**src/rtl/oam_dma_ctrl.sv**
```systemverilog
// oam_dma_ctrl: halts the CPU and copies a 256-byte source page to a fixed write port (OAM DMA)
// Ports:
//   i_clk        system clock
//   i_n_reset    asynchronous active-low reset
//   i_trig       1-cycle strobe from the trigger register decode
//   i_trig_page  source page, valid with i_trig
//   i_cpu_rw     CPU cycle direction (1 = read, 0 = write)
//   o_rdy        CPU RDY; 0 halts the CPU
//   o_busy       high in every state except idle
//   o_bus_sel    1 = this block owns addr/rw/wdata on the system bus
//   o_addr       DMA address
//   o_rw         DMA direction (1 = read, 0 = write)
//   o_wdata      DMA write data
//   i_rdata      system bus read data, captured at the end of a read cycle
module oam_dma_ctrl #(
  parameter int          DATA_N    = 8,
  parameter int          ADDR_N    = 16,
  parameter logic [15:0] DEST_ADDR = 16'h2004
) (
  input  logic              i_clk,
  input  logic              i_n_reset,
  input  logic              i_trig,
  input  logic [DATA_N-1:0] i_trig_page,
  input  logic              i_cpu_rw,
  output logic              o_rdy,
  output logic              o_busy,
  output logic              o_bus_sel,
  output logic [ADDR_N-1:0] o_addr,
  output logic              o_rw,
  output logic [DATA_N-1:0] o_wdata,
  input  logic [DATA_N-1:0] i_rdata
);
  localparam logic [2:0] S_IDLE  = 3'd0;
  localparam logic [2:0] S_HALT  = 3'd1;
  localparam logic [2:0] S_ALIGN = 3'd2;
  localparam logic [2:0] S_READ  = 3'd3;
  localparam logic [2:0] S_WRITE = 3'd4;
  localparam logic [2:0] S_DONE  = 3'd5;
  logic [2:0]        r_state;
  logic [2:0]        w_next;
  logic              r_par;
  logic [7:0]        r_idx;
  logic [DATA_N-1:0] r_page;
  logic [DATA_N-1:0] r_buf;
  // Reads must land on par=0 cycles: leaving HALT with par=1 means the next
  // cycle has par=0, otherwise a dummy ALIGN cycle shifts the read by one.
  // CPU write cycles ignore RDY, so HALT waits for a CPU read cycle.
  always_comb begin
    w_next = r_state;
    case (r_state)
      S_IDLE:  w_next = i_trig ? S_HALT : S_IDLE;
      S_HALT:  w_next = !i_cpu_rw ? S_HALT : (r_par ? S_READ : S_ALIGN);
      S_ALIGN: w_next = S_READ;
      S_READ:  w_next = S_WRITE;
      S_WRITE: w_next = (r_idx == 8'hFF) ? S_DONE : S_READ;
      default: w_next = S_IDLE;
    endcase
  end
  always_ff @(posedge i_clk or negedge i_n_reset) begin
    if (!i_n_reset) begin
      r_state <= S_IDLE;
      r_par   <= 1'b0;
      r_idx   <= 8'h00;
      r_page  <= '0;
      r_buf   <= '0;
    end else begin
      r_par   <= ~r_par;
      r_state <= w_next;
      if (r_state == S_IDLE && i_trig) begin
        r_page <= i_trig_page;
        r_idx  <= 8'h00;
      end
      if (r_state == S_READ) r_buf <= i_rdata;
      // 8-bit wrap keeps the page fixed even for page 8'hFF
      if (r_state == S_WRITE) r_idx <= r_idx + 8'd1;
    end
  end
  assign o_rdy     = (r_state == S_IDLE) || (r_state == S_DONE);
  assign o_busy    = (r_state != S_IDLE);
  assign o_bus_sel = (r_state == S_READ) || (r_state == S_WRITE);
  assign o_rw      = (r_state != S_WRITE);
  assign o_addr    = (r_state == S_WRITE) ? ADDR_N'(DEST_ADDR) : ADDR_N'({r_page, r_idx});
  assign o_wdata   = r_buf;
endmodule
```
**config.mk**
```make
export PLATFORM = sky130hd
export DESIGN_NAME = oam_dma_ctrl
export DESIGN_NICKNAME = d
export VERILOG_FILES = /design/src/rtl/oam_dma_ctrl.sv
export SDC_FILE = /design/constraint.sdc
export NUM_CORES = 1
export LEC_CHECK = 0
export ABC_AREA = 0
export CORE_MARGIN = 5
export CORE_UTILIZATION = 40
export CTS_CLUSTER_DIAMETER = 50
export DETAILED_ROUTE_END_ITERATION = 8
export HOLD_SLACK_MARGIN = 0.06
export PLACE_DENSITY_LB_ADDON = 0.12
export RECOVER_POWER = 100
export SYNTH_ARGS = -nofsm -noshare
export SYNTH_HDL_FRONTEND = slang
export SYNTH_SLANG_ARGS = --single-unit
```
**constraint.sdc**
```tcl
create_clock -name i_clk -period 2.4 [get_ports i_clk]
set_input_delay 0.24 -clock i_clk [delete_from_list [all_inputs] [get_ports i_clk]]
set_output_delay 0.24 -clock i_clk [all_outputs]
set_load 0.05 [all_outputs]
```
==> out/results.ini <==
[logic_synthesis]
synth_top_cells_by_count = 28 x dfrtp_1, 14 x and2_1, 14 x mux2_2, 6 x nand2_1, 5 x clkbuf_1
syn-num-nets = 134
syn_inst = 113
avgSynthCellArea_sq_um = 11.8
synth_area_sq_um = 1340
yosysTopAreaCell = dfrtp_1
synth-async-reset-ratio_pct = 100
yosysSeqAreaShare_pct = 52.4
synth_area_leaders = dfrtp_1 52%, mux2_2 12%, and2_1 6.5%
ys_ff_latch = 28
synth.top_cell.area_share_pct = 52.4
synth_cell_types = 32
synth_ff_type = dfrtp_1
ys_warn_count = 0
yosysMostFrequentCell = dfrtp_1
synth-edff-count = 0

[layout]
drive_gt1_share_pct = 23.6
fin_area_sq_um = 1790
nFillCells = 330
final-seq-area_sq_um = 701
area_growth_pct = 33.6
antenna_cells = 0
multi_input_area_sq_um = 558
layout.nets = 179

[route]
postRouteAntennaNets = 0
first_pass_iters = 4
wl_per_cell_um = 14.0
finalWirelength_um = 2830
vias = 1008
via_per_inst = 4.97
drtIter0Drc = 64
drcViolationCount = 0

[global_route]
grt_pass1_wl_um = 4880
antenna_found_initial = 0
track_usage_pct = 13.8
grt_max_degree = 29
grt-ovfl-total = 0
grt_pass1_vias = 1037

[pwr]
p_sw_share_pct = 49.6
power.switching_uw = 1310
p_comb_share_pct = 58.5
power_density_nw_per_um2 = 1470
leakage_uw = 0.000777
finalPower_uw = 2630
ir_drop_v = 0.000779
pwr-share-seq_pct = 29.7
intPower_uw = 1330
clock_power_share_pct = 11.8

[timing]
worst_pin_slew_ps = 1560
final_max_slew_viol_count = 29
fin_crit_sh_pct = 93.8
skew_ps = 10.0
hold_viol = 0
fmax_mhz = 444
period_minus_slack_ps = 2250
fin_setup_tns_ps = 0
rsz0062_at_grt = false
setup_viol = 0
slew_headroom_pct = -3.84

[clock_network]
clock_latency_ps = 330
cts-root-buf = clkbuf_4
cts.sinks = 28
cts_resized = 0
clk_pin_slew_ps = 150
postCtsHoldBufs = 0
h-tree-depth = 1
post-cts-setup-buffer-count = 0
cts_tree = built
cts.path.max_buffers = 2
numCtsBuffers = 3

[die]
core_area_sq_um = 3280
die_area_sq_um = 4600
start_util_pct = 40.7
die_y_um = 67.8
fp.dieW_um = 67.8
rows = 21
ios = 48

[setup_path]
cp_max_fo = 13
cp_top_family = buffers and inverters
cp.arrival_ps = 2010
critPathLaunchType = flip-flop
critPathCaptureType = output pin
crit_path_top_delay_cell = dlygate4sd3_1
required_ps = 2160
cp_cell_sequence = or3_1, dlygate4sd3_1
cpPeakStageDelay_ps = 770
criticalPathCategory = reg2out
worst-path-buf-inv = 1

[min_path]
hp-class = reg2reg

[place]
placed_area_sq_um = 1810
gp_congestion = 0.771
dp_hpwl_um = 2060
numPortBuffers = 47

[job]
drv_cap = 1

[status]
violations = max-capacitance violations, max-slew violations
outcome = complete, but fails checks

-- metal layers --
metal / part of all wire (%) / routed length, um / track usage [%]
met5: 0 / 0 / 0
met4: 0.60 / 17 / 3.72
met3: 6.4 / 181 / 3.28
met2: 48 / 1370 / 22.4
met1: 45 / 1270 / 18.4
-- metrics by stage --
step	hold WS (ps)	worst slack, ps	cells	utilization (%)
floorplan	-55.6	126	113	-
global placement	399	579	199	55.1
detailed placement	404	528	199	55.1
CTS	279	150	203	56.7
global route	439	71.1	203	54.4
finish	422	148	203	54.4
-- cells in the final DEF, fill, tap and decap left out, types with 3 or more instances in the layout --
cell type | synthesis | routed
and2_0 | 0 | 9
dlygate4sd3_1 | 0 | 10
nand3_1 | 3 | 3
nor2_1 | 3 | 3
mux2_2 | 14 | 14
dfrtp_1 | 28 | 28
clkbuf_4 | 0 | 3
buf_4 | 0 | 9
clkbuf_2 | 0 | 8
o21ai_0 | 3 | 3
nand2_1 | 6 | 6
and2_1 | 14 | 5
clkdlybuf4s50_1 | 0 | 19
-- power by group through the flow --
stage / logic [uW] / registers, uW / clock network, uW
2_1_floorplan: 1010 / 977 / 0
3_3_place_gp: 1710 / 784 / 0
3_5_place_dp: 1720 / 795 / 0
4_1_cts: 1720 / 786 / 319
5_1_grt: 1620 / 814 / 331
6_report: 1540 / 781 / 311
-- state kept, by name (all words and copies together) (netlist names) --
| register | flops |
|---|---|
| r_par | 1 |
| r_idx | 8 |
| r_page | 8 |
| o_wdata | 8 |
| r_state | 3 |
-- logic make-up after synthesis --
group | after synthesis | share of synthesized area (%)
XOR/XNOR | 1 | 0.655
buffers and inverters | 11 | 5.05
adder cells (fa/ha/maj) | 1 | 0.935
AND/OR/NAND/NOR | 39 | 17.4
flip-flops | 28 | 52.4
AO/OA/AOI/OAI | 15 | 8.05
multiplexers | 18 | 15.5
-- final timing paths --
check                                startpoint               endpoint  slack [ps]  cells after the start
max                        r_state[0]$_DFF_PN0_                 o_busy         150                      2
min in group asynchronous             i_n_reset   r_idx[4]$_DFFE_PN0P_         810                      2
min                             r_par$_DFF_PN0_        r_par$_DFF_PN0_         420                      1
max in group asynchronous             i_n_reset   r_state[0]$_DFF_PN0_         690                      2
max reg2reg                r_state[0]$_DFF_PN0_  r_page[6]$_DFFE_PN0P_         460                      2
min reg2reg                     r_par$_DFF_PN0_        r_par$_DFF_PN0_         420                      1
-- cell type report --
class	count	area share, %
Clock inverter	1	1.68
Clock buffer	3	1.26
Tap cell	46	3.22
Sequential cell	28	39.2
Multi-Input combinational cell	74	31.2
Inverter	3	0.630
Timing Repair Buffer	48	22.8
Note: power is estimated with default switching activity, not from simulation.
